### src/rtl/paddle_mapper.sv
// ============================================================================
// paddle_mapper: 4-sample moving average, screen scaling and deadband for two paddle pots
// Rev 1.0 - initial release
// ============================================================================
`default_nettype none

module paddle_mapper #(
  parameter int SCREEN_H = 480,
  parameter int PADDLE_H = 80,
  parameter int DEADBAND = 2
) (
  input  logic       clock_50MHz,
  input  logic       rst,
  input  logic       busy,
  input  logic [7:0] data_ad0,
  input  logic [7:0] data_ad1,
  output logic [9:0] p1y,
  output logic [9:0] p2y,
  output logic       upd,
  output logic       overrun
);

  localparam int         Y_SPAN  = SCREEN_H - PADDLE_H;
  localparam logic [9:0] Y_MID   = 10'(Y_SPAN / 2);
  localparam logic [8:0] SPAN9   = 9'(Y_SPAN);
  localparam logic [9:0] DB10    = 10'(DEADBAND);

  typedef enum logic [1:0] {S_IDLE, S_ACC, S_SCALE, S_UPD} state_t;

  state_t     state;
  logic       busy_q;
  logic       armed;
  logic       primed;
  logic       loaded;
  logic [7:0] cap    [2];
  logic [7:0] hist   [2][4];
  logic [9:0] sum    [2];
  logic [9:0] scaled [2];
  logic [9:0] py     [2];

  logic [16:0] prod       [2];
  logic [9:0]  scaled_nxt [2];
  logic [9:0]  diff       [2];
  logic        move       [2];
  logic        sample_evt;

  // busy_q resets high; the first cycle after reset is masked so a busy line
  // already low at reset release does not look like a fresh conversion.
  assign sample_evt = armed && busy_q && !busy;

  always_comb begin
    for (int ch = 0; ch < 2; ch++) begin
      prod[ch]       = 17'(sum[ch][9:2]) * 17'(SPAN9);
      scaled_nxt[ch] = 10'(prod[ch] >> 8);
      diff[ch]       = (scaled[ch] >= py[ch]) ? (scaled[ch] - py[ch]) : (py[ch] - scaled[ch]);
      move[ch]       = !loaded || (diff[ch] > DB10);
    end
  end

  always_ff @(posedge clock_50MHz) begin
    if (rst) begin
      state   <= S_IDLE;
      busy_q  <= 1'b1;
      armed   <= 1'b0;
      primed  <= 1'b0;
      loaded  <= 1'b0;
      upd     <= 1'b0;
      overrun <= 1'b0;
      for (int ch = 0; ch < 2; ch++) begin
        cap[ch]    <= '0;
        sum[ch]    <= '0;
        scaled[ch] <= '0;
        py[ch]     <= Y_MID;
        for (int k = 0; k < 4; k++) hist[ch][k] <= '0;
      end
    end else begin
      busy_q <= busy;
      armed  <= 1'b1;
      upd    <= 1'b0;
      if (sample_evt && state != S_IDLE) overrun <= 1'b1;

      case (state)
        S_IDLE: begin
          if (sample_evt) begin
            cap[0] <= data_ad0;
            cap[1] <= data_ad1;
            state  <= S_ACC;
          end
        end
        S_ACC: begin
          for (int ch = 0; ch < 2; ch++) begin
            if (!primed) begin
              for (int k = 0; k < 4; k++) hist[ch][k] <= cap[ch];
              sum[ch] <= {cap[ch], 2'b00};
            end else begin
              hist[ch][0] <= cap[ch];
              for (int k = 1; k < 4; k++) hist[ch][k] <= hist[ch][k-1];
              // Modulo-1024 arithmetic is exact here: the oldest entry is part of sum.
              sum[ch] <= sum[ch] + {2'b00, cap[ch]} - {2'b00, hist[ch][3]};
            end
          end
          primed <= 1'b1;
          state  <= S_SCALE;
        end
        S_SCALE: begin
          scaled[0] <= scaled_nxt[0];
          scaled[1] <= scaled_nxt[1];
          state     <= S_UPD;
        end
        S_UPD: begin
          for (int ch = 0; ch < 2; ch++) begin
            if (move[ch]) py[ch] <= scaled[ch];
          end
          loaded <= 1'b1;
          upd    <= 1'b1;
          state  <= S_IDLE;
        end
        default: state <= S_IDLE;
      endcase
    end
  end

  assign p1y = py[0];
  assign p2y = py[1];

endmodule

`default_nettype wire
### config.mk
export PLATFORM = sky130hd
export DESIGN_NAME = paddle_mapper
export DESIGN_NICKNAME = d
export VERILOG_FILES = /design/src/rtl/paddle_mapper.sv
export SDC_FILE = /design/constraint.sdc
export NUM_CORES = 1
export LEC_CHECK = 0
export ABC_CLOCK_PERIOD_IN_PS = 4300
export CAP_MARGIN = 40
export CORE_AREA = 2 2 141 246
export CTS_CLUSTER_DIAMETER = 150
export DETAILED_ROUTE_END_ITERATION = 10
export DIE_AREA = 0 0 143 248
export PLACE_DENSITY = 0.5
export SYNTH_ARGS = -nofsm -noshare
export SYNTH_HDL_FRONTEND = slang
export SYNTH_SLANG_ARGS = --single-unit
### constraint.sdc
create_clock -name clock_50MHz -period 4.3 [get_ports clock_50MHz]
set_input_delay 0.645 -clock clock_50MHz [delete_from_list [all_inputs] [get_ports clock_50MHz]]
set_output_delay 0.645 -clock clock_50MHz [all_outputs]
set_load 0.01 [all_outputs]
[Word level (Yosys, flattened, before mapping)]
Memory sizes are Yosys's and may differ from the RTL's.
Cells that the tools add are included.
Word-level totals
  memories: 5
  word-level logic and storage cells: 122
  output and inout port bits: 22
  bits in writable memories: 138
  flip-flop bits (word level): 8
Memories
  hist: depth 2, bits a word 32, read ports 2, clocked after Yosys merged registers in 0, wr ports 2, line 36  | logic [7:0] hist [2][4];
  py: depth 2, bits a word 10, read ports 2, clocked after Yosys merged registers in 0, wr ports 2, line 39  | logic [9:0] py [2];
  sum: depth 2, bits a word 10, read ports 2, clocked after Yosys merged registers in 0, wr ports 2, line 37  | logic [9:0] sum [2];
  scaled: depth 2, bits a word 9, read ports 2, clocked after Yosys merged registers in 0, wr ports 2, line 38  | logic [9:0] scaled [2];
  cap: depth 2, bits a word 8, read ports 2, clocked after Yosys merged registers in 0, wr ports 2, line 35  | logic [7:0] cap [2];
Operators by class
  $lt $le $gt $ge: 4
  reduce and logical (&&, ||, !) cells: 9
  $add $sub $neg: 8
  equal/unequal tests: 4
  multipliers: 2
  mux-type cells: 57
  bitwise operators: 26
Operators with widths (number)
  two-way mux 8 bit: 18
  two-way mux 10 bit: 8
  subtractor 10 bit: 4
  two-way mux 1 bit: 27
  multiplier 8 x 5 -> 13 bit, second input constant: 2
  bitwise OR 1 bit: 26
  adder 10 x 8 -> 10 bit: 2
  greater-or-equal comparator 10 bit: 2
  > comparator 10 x 2 -> 1 bit, second input constant: 2
  subtractor 10 x 8 -> 10 bit: 2
  two-way mux 9 bit: 2
  case mux 2 bit (4 select lines): 1
  equality test 2 bit, second input constant: 2
  logical AND 1 bit: 3
  equality test 2 x 1 -> 1 bit, second input constant: 1
  logical NOT 1 bit: 2
  logical NOT 2 bit: 1
  logical OR 1 bit: 2
  two-way mux 2 bit: 1
  != test 2 bit, second input constant: 1
  nonzero test 2 bit: 1

[Depth between registers and ports, before layout]
Gate-level depths: netlist of the first run.
An unclocked memory read counts as a cell.
  word-level depth: 10
  depth in mapped cells: 14
  depth with buffers taken out: 14

[Least setup slack after synthesis of the first run]
OpenSTA, ideal clock, no wires.
  path type: register -> register
  start point: memory scaled[0][0] (netlist name)
  end point: memory py[1][0], in the netlist py[0][10], data pin
  clock period less this slack: 3.176 ns
  slack: 1.124 ns
  cell stages (with the launch flop): 14
  data required time: 4.045 ns
  data arrival time: 2.922 ns
  path buffers: 1
  cells stage by stage: edfxtp_1 > inv_1 > ha_1 > inv_1 > fa_1 > a211o_1 > a31oi_1 > o21bai_1 > mux2_1 > or4_1 > o21ai_2 > a311oi_4 > buf_6 > and2_1
RTL lines (line)
  start, declared: 38
  end, declared: 39

==> results of run 1 <==
==> cells by family (layout without fill, tap and decap cells) <==
group           Yosys count  after routing  synth area share (%)
buf+inv                 192            232                  7.63
mux                       6              6                 0.629
other cells               1              2                0.0377
simple gates            264            264                  12.9
xor+xnor                 38             38                  3.35
fa+ha+maj               143            143                  20.0
compound gates          202            202                  12.8
flops                   144            144                  42.7
==> registers in the layout (all words and copies together), names as in the netlist <==
name,count
primed,1
upd,1
cap,16
overrun,1
armed,1
state,2
hist,64
loaded,1
busy_q,1
scaled,18
py,18
sum,20
==> worst min-delay path, cell delays in order, from the launching register on <==
cell and delay, ns:
dfxtp_1 0.35, a21oi_1 0.05, nor2_1 0.08
==> through the flow <==
stage | setup WS (ns) | hold slack [ns] | util, % | instance area [um2]
floorplan | 1.12 | 0.469 | - | 9940
global placement | 0.756 | 0.490 | 32.1 | 10800
detailed placement | 0.706 | 0.481 | 32.1 | 10800
CTS | 0.688 | 0.508 | 34.0 | 11400
global route | 0.495 | 0.573 | 34.0 | 11400
finish | 0.765 | 0.512 | 34.0 | 11400
==> where the power goes <==
| group | switching, W | internal, W | leakage, nW |
|---|---|---|---|
| combinational | 0.00179 | 0.00131 | 3.02 |
| clock | 0.000622 | 0.000980 | 0.295 |
| sequential | 0.000207 | 0.00194 | 1.48 |
| total | 0.00262 | 0.00423 | 4.80 |
==> Yosys cell counts, types with 3 or more instances <==
master	count	share of area (%)
a21o_1	11	0.83
o21a_1	6	0.45
buf_6	3	0.34
or2_2	8	0.50
a21oi_1	98	4.9
o211ai_1	6	0.45
edfxtp_1	136	41
ha_1	117	15
xnor2_1	30	2.6
xor2_1	8	0.71
nand3_1	6	0.30
nand2b_1	18	1.1
a211oi_1	6	0.45
nor2_1	65	2.5
a31oi_1	5	0.31
fa_1	26	5.2
nand3b_1	4	0.30
nor2b_1	12	0.76
o21ai_0	22	1.1
nand4_1	5	0.31
o21ai_1	4	0.20
o21bai_1	12	0.91
or2_1	3	0.19
nand2_1	83	3.1
nor3_1	11	0.55
dfxtp_1	8	1.6
a2111oi_0	3	0.26
inv_1	157	5.9
mux2i_1	4	0.40
and3_1	6	0.38
and2_1	33	2.1
clkbuf_1	22	0.83
a211o_1	3	0.26
buf_2	6	0.30
a31o_2	4	0.35
==> cell type report <==
class | instances | area (um2) | share of cell area [%]
multi-input cells | 655 | 4940 | 43.4
repair buffers | 43 | 418 | 3.67
well taps | 455 | 569 | 5.00
clock buffers | 18 | 429 | 3.77
clock inverters | 14 | 203 | 1.78
inverters | 157 | 589 | 5.17
flip-flops and latches | 144 | 4250 | 37.3
==> path summary, 6_finish.rpt <==
path | start | end | cells after the start
worst max-delay path | py[0][11]$_SDFFCE_PN0P_ | py[0][13]$_SDFFCE_PN1P_ | 10
worst min-delay path | overrun$_SDFFE_PP0P_ | overrun$_SDFFE_PP0P_ | 2
worst max register to register | py[0][11]$_SDFFCE_PN0P_ | py[0][13]$_SDFFCE_PN1P_ | 10
worst min register to register | overrun$_SDFFE_PP0P_ | overrun$_SDFFE_PP0P_ | 2
==> routing by layer <==
| metal | routed length [um] | part of all wire [%] | GRT usage [%] | vias up |
|---|---|---|---|---|
| met1 | 8120 | 40 | 13.0 | 3248 |
| met5 | 0 | 0 | 0 | - |
| met4 | 586 | 2.9 | 5.68 | 0 |
| met2 | 11400 | 56 | 24.2 | 79 |
| li1 | - | - | - | 3404 |
| met3 | 389 | 1.9 | 1.54 | 35 |
==> reports/results.txt, run 1 <==
Maximum VDD drop - 291 uV
Final nets - 1180
Crit path launch type - flop
Overflow after GRT - 0
H-tree levels - 4
Post-synth EDFFs - 136
Worst slew pin tran - 0.869 ns
Worst-path clk slew - 0.06 ns
Yosys reg bits - 144
Root buf cell - clkbuf_16
Critical path's largest stage delay - 0.75 ns
# rows - 89
Slowest cell on crit path - a311oi_4
Routability cong. - 0.803
Initial Utilization - 29.7%
# IOs - 41
CTS Sinks - 144
CTS Hold Bufs - 0
First-pass GRT wire length - 34600 um
Post-DRT Antenna Nets - 0
Pin count of the biggest net entering global routing - 45
Post-Route WL - 20500 um
Most common cell after layout, fill and taps aside - inv_1
R2R setup slack - 0.76 ns
WL/cell - 13.8 um
CP top delay family - compound AO/OA/AOI/OAI gates
Die width - 143 um
Final worst-path cycle share - 82.2%
Port bufs - 38
Maxcap violations - 0
CTS tree - built
CP Cell Sequence - inv_1 -> ha_1 -> nor2b_1 -> o211ai_1 -> a31oi_1 -> o221a_2 -> and4_1 -> a211o_1 -> a311oi_4 -> nand2_1
Avg Inst Size Synth - 10.0 um2
Async SR Flop Fraction - 0%
Post-cts sizing count - 0
DR vias/cell - 4.55
DIE AREA - 35500 um2
Antenna violations before repair - 0
RSZ-0062 raised after global routing - false
Worst-path fanout max - 18
Core Area - 33500 um2
TNS Setup - 0 ns
Clk_lat worst skew - 0.44 ns
Buf+Inv Stages, Crit Path - 1
Power, Total - 0.00685 W
HPWL after DPL - 15700 um
Final setup vio count - 0
Drt first-iter violations - 255
Layout cells sized above 1 - 5.53%
Worst clock skew - 0.0124 ns
Critical Path AT - 3.69 ns
Yosys cell types - 65
Leakage - 4.80 nW
PwrDens - 601 nW/um2
Layout area overhead - 14.7%
Crit. End Element - flop
CP Data Required Time - 4.45 ns
Synth Cell Area - 9940 um2
Dpl cells - 1454
Post-route DRC - 0
Crit path kind - reg -> reg
Status - completed
Sequential-to-total area share from yosys stat - 42.7%
Final Slew Violations - 0
Commonest non-fill, non-tap cells in the layout - 157 x inv_1, 136 x edfxtp_1, 117 x ha_1
Vias in the first global route - 7144
F_max - 283 MHz
Hold/Removal Path Class - reg -> reg
ANT cells - 0
Total GRT Usage - 12.4%
Post-CTS Setup Bufs - 0
Syn. warnings - 0
Minimum clock period - 3.54 ns
Relative slew slack - 42.1%
Clk buf depth - 2
Chip height - 248 um
# fillers - 3470
Ys flop type - edfxtp_1
Pre-antenna DRT Iters - 4
Fin cells - 1486
Hold Violations, Final - 0
Vias after detailed routing - 6766
CTS Buf Count - 17
Syn Inst Count - 990
Note: power is estimated with default switching activity, not from simulation.
==> run 2, diff against run 1 <==
- ABC_CLOCK_PERIOD_IN_PS: 4300 -> 3330
- clock period: 4.3 -> 3.33 ns (I/O delays scaled with it)
==> run 2 against run 1 <==
Effect of this change:
- global-route usage rose by 0.15 points
- clock power rose by 15%
- power rose by 33%
- sequential share of layout area fell by 1.3 points
- core utilization rose by 1.3 points
- setup slack got worse by 0.69 ns
- cell area rose by 3.8%
- cell count rose by 2.6%
- wire length rose by 3.9%
- highest routed layer unchanged
==> reports/results.txt, run 2 (synthesized netlist as in run 1, its figures left out) <==
Status - completed
Post-route DRC - 0 (unchanged)
Crit path launch type - flop
DR vias/cell - 4.51 (-0.87%)
# IOs - 41 (unchanged)
Initial Utilization - 29.7% (unchanged)
Post-DRT Antenna Nets - 0 (unchanged)
Top reg by flops - hist
Largest registers - hist x64, sum x20
Final setup vio count - 0 (unchanged)
Commonest non-fill, non-tap cells in the layout - 156 x inv_1, 136 x edfxtp_1, 111 x ha_1
Final nets - 1219 (+3.3%)
CTS Sinks - 144 (unchanged)
Hold Violations, Final - 0 (unchanged)
CP Data Required Time - 3.52 ns (-0.93 ns)
Antenna violations before repair - 0 (unchanged)
DIE AREA - 35500 um2 (unchanged)
Layout cells sized above 1 - 12.2% (+6.7 points)
Clk_lat worst skew - 0.44 ns (about the same)
Crit path kind - reg -> reg
Worst slew pin tran - 0.642 ns (-0.227 ns)
CTS Hold Bufs - 0 (unchanged)
ANT cells - 0 (unchanged)
Die width - 143 um (unchanged)
PwrDens - 770 nW/um2 (+28%)
Maximum VDD drop - 283 uV (-2.9%)
Power, Total - 0.00910 W (+33%)
Placed cell areas - 11000 um2 (+2.4%)
# rows - 89 (unchanged)
Final Slew Violations - 0 (unchanged)
First-pass GRT wire length - 34600 um (+0.18%)
Clk buf depth - 2 (unchanged)
F_max - 308 MHz (+8.8%)
Maxcap violations - 0 (unchanged)
Hold/Removal Path Class - reg -> reg
Chip height - 248 um (unchanged)
TNS Setup - 0 ns (unchanged)
WL/cell - 14.0 um (+1.3%)
Vias in the first global route - 6976 (-2.4%)
Core Area - 33500 um2 (unchanged)
H-tree levels - 4 (unchanged)
Crit. End Element - flop
Pre-antenna DRT Iters - 4 (unchanged)
Most common cell after layout, fill and taps aside - inv_1
Worst clock skew - 0.0104 ns (-0.00197 ns)
Root buf cell - clkbuf_16
Leakage - 4.99 nW (+4.1%)
Final instance area - 11800 um2 (+3.8%)
Vias after detailed routing - 6883 (+1.7%)
CTS tree - built
Worst-path fanout max - 5 (-13)
Min Hold Slack - 0.509 ns (-0.00277 ns)
RSZ-0062 raised after global routing - true
CTS Buf Count - 17 (unchanged)
Worst-path clk slew - 0.06 ns (about the same)
Relative slew slack - 57.2% (+15 points)
Pin count of the biggest net entering global routing - 43 (-4.4%)
Final worst-path cycle share - 97.6% (+15 points)
Overflow after GRT - 0 (unchanged)
Layout area overhead - 19.0%
Critical Path AT - 3.44 ns (-0.25 ns)
HPWL after DPL - 16200 um (+3.0%)
Post-Route WL - 21300 um (+3.9%)
Post-layout util - 35.3% (+1.3 points)
Drt first-iter violations - 230 (-9.8%)
Port bufs - 38 (unchanged)
Number of flip-flops in the largest register - 64 (unchanged)
Minimum clock period - 3.25 ns (-0.285 ns)
Routability cong. - 0.822 (+2.4%)
Total GRT Usage - 12.6% (+0.15 points)
run 2: cell count changes in the layout (fill, tap and decap cells not counted), sizes merged:
cell      before  now
buf            5   44
bufinv         4    2
clkbuf        18   20
clkinv         1    7
clkinvlp       4    2
inv          162  158
run 2: worst paths after layout:
| kind | start | endpoint | slack (ns) | cells past startpoint |
|---|---|---|---|---|
| setup reg to reg | scaled[0][0]$_SDFFCE_PN0P_ | py[0][12]$_SDFFCE_PN0P_ | 0.08 | 15 |
| hold / removal | overrun$_SDFFE_PP0P_ | overrun$_SDFFE_PP0P_ | 0.51 | 2 |
| hold reg to reg | overrun$_SDFFE_PP0P_ | overrun$_SDFFE_PP0P_ | 0.51 | 2 |
| setup / recovery | scaled[0][0]$_SDFFCE_PN0P_ | py[0][12]$_SDFFCE_PN0P_ | 0.08 | 15 |
run 2: per-stage QoR:
stage	setup WS (ns)	std cells
after global placement	-0.0360	1487
final	0.0794	1525
after CTS	0.0159	1519
after global routing	-0.0224	1525
after detailed placement	-0.0561	1487
after floorplan	0.154	991
run 2: where the power goes:
| part | switching [W] | internal [W] |
|---|---|---|
| combinational | 0.00253 | 0.00201 |
| clock | 0.000752 | 0.00109 |
| sequential | 0.000213 | 0.00250 |
run 2: per-layer routing:
metal	vias to the layer above	share of wire [%]	routed length, um	track usage [%]
met5	-	0	0	0
met4	0	3.3	705	6.12
met3	36	1.7	360	1.81
met2	69	56	11900	24.1
met1	3290	39	8380	13.1
li1	3488	-	-	-
run 2: timing repair:
action	4_1_cts	5_1_grt
endpoints found under the setup margin	23	38
setup buffers	0	5
gates cloned	0	1
gates resized for setup	7	45
pin swaps	3	20
run 2: cell type report:
class                           instances  area, um2
Fill cell                            3431      21700
Multi-Input combinational cell        655       5140
Sequential cell                       144       4250
Timing Repair Buffer                   82        728
Inverter                              157        589
Tap cell                              455        569
Clock buffer                           20        437
Clock inverter                         12        118
run 2: critical path, stage by stage, from the launching register on:
cell and delay [ns]:
edfxtp_1 0.38, inv_1 0.07, ha_2 0.17, inv_2 0.04
fa_2 0.33, buf_4 0.15, xnor2_2 0.13, o21ai_2 0.10
a311oi_2 0.28, o211ai_1 0.13, or4_4 0.56, o21ai_4 0.10
a311oi_4 0.14, buf_4 0.16, buf_6 0.12, and2_4 0.14
==> run 3, diff against run 2 <==
- SETUP_SLACK_MARGIN: default -> 0.2
- SLEW_MARGIN: default -> 30
==> run 3 against run 2 <==
Effect of this change:
- maximum frequency is essentially flat
- clock skew shrank 0.0038 ns
- global-route usage grew 0.31 points
- count of clock-buffer cells in the layout shrank 1
- cell count is the same
- clock power is essentially flat
- core utilization grew 0.44 points
- register-to-register slack is essentially flat
- power grew 2.9%
==> reports/results.txt, run 3 (synthesized netlist as in run 1, its figures left out) <==
Crit path launch type - flop
Most common cell after layout, fill and taps aside - inv_1
Number of flip-flops in the largest register - 64 (unchanged)
Post-Route WL - 21500 um (+0.92%)
Top reg by flops - hist
RSZ-0062 raised after global routing - true
Status - completed
Placed cell areas - 11000 um2 (about the same)
Post-DRT Antenna Nets - 0 (unchanged)
Root buf cell - clkbuf_16
WHS Path Cells - 2 (unchanged)
Port bufs - 38 (unchanged)
Final setup vio count - 0 (unchanged)
# IOs - 41 (unchanged)
CTS Buf Count - 17 (unchanged)
Clk buf depth - 2 (unchanged)
Antenna violations before repair - 0 (unchanged)
Pin count of the biggest net entering global routing - 44 (+2.3%)
Power, Total - 0.00937 W (+2.9%)
Final Slew Violations - 0 (unchanged)
Crit path kind - reg -> reg
Relative slew slack - 59.8% (+2.6 points)
Commonest non-fill, non-tap cells in the layout - 148 x inv_1, 136 x edfxtp_1, 101 x ha_1
DIE AREA - 35500 um2 (unchanged)
Critical Path AT - 3.43 ns (about the same)
Worst clock skew - 0.00662 ns (-0.00377 ns)
Worst-path clk slew - 0.06 ns (about the same)
Maxcap violations - 0 (unchanged)
ANT cells - 0 (unchanged)
Hold Violations, Final - 0 (unchanged)
DR vias/cell - 4.55 (+0.89%)
Largest registers - hist x64, sum x20
Die width - 143 um (unchanged)
Layout cells sized above 1 - 13.8% (+1.6 points)
First-pass GRT wire length - 35400 um (+2.3%)
Routing usage on met2 - 24.8% (+0.68 points)
Core Area - 33500 um2 (unchanged)
HPWL after DPL - 16300 um (+0.51%)
PwrDens - 783 nW/um2 (+1.7%)
Hold/Removal Path Class - reg -> reg
Worst-path fanout max - 18 (+13)
Cells on worst reg2reg path - 13 (-2)
Dpl cells - 1481 (-0.40%)
Met1 track demand over resource - 13.5% (+0.39 points)
WL/cell - 14.1 um (+0.92%)
Min Hold Slack - 0.522 ns (+0.0128 ns)
Top Usage Layer GRT - met2
CP Cell Sequence - inv_1 -> ha_2 -> inv_2 -> fa_2 -> a211o_1 -> a31oi_1 -> o21bai_1 -> mux2_1 -> or4_4 -> o21ai_4 -> a311oi_4 -> buf_12 -> and2_1
Final nets - 1220 (+0.082%)
CTS tree - built
CP Data Required Time - 3.51 ns (about the same)
Vias after detailed routing - 6944 (+0.89%)
# rows - 89 (unchanged)
CTS Sinks - 144 (unchanged)
Clk_lat worst skew - 0.43 ns (about the same)
Final instance area - 12000 um2 (+1.2%)
Chip height - 248 um (unchanged)
Fin cells - 1525 (unchanged)
Crit. End Element - flop
Overflow after GRT - 0 (unchanged)
Vias in the first global route - 7235 (+3.7%)
# fillers - 3378 (-1.5%)
Layout area overhead - 20.4%
Maximum VDD drop - 284 uV (+0.23%)
Final worst-path cycle share - 97.5% (about the same)
Drt first-iter violations - 249 (+8.3%)
Critical path's largest stage delay - 0.53 ns (-0.03 ns)
Initial Utilization - 29.7% (unchanged)
Total GRT Usage - 12.9% (+0.31 points)
M3 GR Usage - 2.30% (+0.48 points)
Slowest cell on crit path - or4_4
H-tree levels - 4 (unchanged)
Worst slew pin tran - 0.602 ns (-0.0393 ns)
Pre-antenna DRT Iters - 5 (+1)
Routability cong. - 0.848 (+3.2%)
Leakage - 4.98 nW (-0.26%)
Post-route DRC - 0 (unchanged)
Minimum clock period - 3.25 ns (-0.00283 ns)
F_max - 308 MHz (about the same)
CTS Hold Bufs - 0 (unchanged)
[run 3: cell count changes in the layout (fill, tap and decap cells not counted), sizes merged]
cell | previous run | this run
clkinv | 7 | 9
clkinvlp | 2 | 1
or2 | 11 | 12
clkbuf | 20 | 19
inv | 158 | 157
[run 3: worst paths after layout]
check | slack, ns | endpoint | from
worst max register to register | 0.08 | py[0][12]$_SDFFCE_PN0P_ | scaled[0][0]$_SDFFCE_PN0P_
worst max-delay path | 0.08 | py[0][12]$_SDFFCE_PN0P_ | scaled[0][0]$_SDFFCE_PN0P_
worst min-delay path | 0.52 | overrun$_SDFFE_PP0P_ | overrun$_SDFFE_PP0P_
worst min register to register | 0.52 | overrun$_SDFFE_PP0P_ | overrun$_SDFFE_PP0P_
[run 3: report_power, final]
part           switching [W]  internal, W
logic                0.00263      0.00218
registers           0.000218      0.00250
clock network       0.000750      0.00109
total                0.00360      0.00577
[run 3: layout make-up]
cell class                 instances  area [um2]  area share (%)
multi-input combinational        656        5250            43.9
sequential                       144        4250            35.5
timing repair buffer              82         759            6.34
tap                              455         569            4.76
inverter                         157         589            4.92
clock inverter                    12         120            1.00
clock buffer                      19         433            3.62
[run 3: routing by layer]
| metal | share of wire [%] | up-vias |
|---|---|---|
| met5 | 0 | - |
| met4 | 2.5 | 0 |
| met3 | 2.0 | 32 |
| met2 | 56 | 88 |
| met1 | 40 | 3328 |
| li1 | - | 3496 |
[run 3: what timing repair did]
item | in CTS | in global routing
pin swaps | 18 | 41
resized for setup | 21 | 45
cloned | 1 | 0
endpoints found under the setup margin | 43 | 45
setup buffers | 2 | 10
[run 3: critical path: cells and delay by family (launching register included)]
| kind | cells | cell delay [ns] |
|---|---|---|
| AO/OA/AOI/OAI | 5 | 0.82 |
| AND/OR/NAND/NOR | 2 | 0.68 |
| adder cells (fa/ha/maj) | 2 | 0.51 |
| flip-flops | 1 | 0.38 |
| multiplexers | 1 | 0.31 |
| buffers and inverters | 3 | 0.29 |
[run 3: per-stage QoR]
| step | TNS, ns | utilization [%] | setup WS (ns) |
|---|---|---|---|
| after detailed placement | -0.0637 | 32.9 | -0.00721 |
| after CTS | 0 | 34.9 | 0.0529 |
| after global routing | -0.941 | 35.7 | -0.0859 |
| after global placement | 0 | 32.9 | 0.0338 |
| after floorplan | 0 | - | 0.203 |
| final | 0 | 35.7 | 0.0822 |
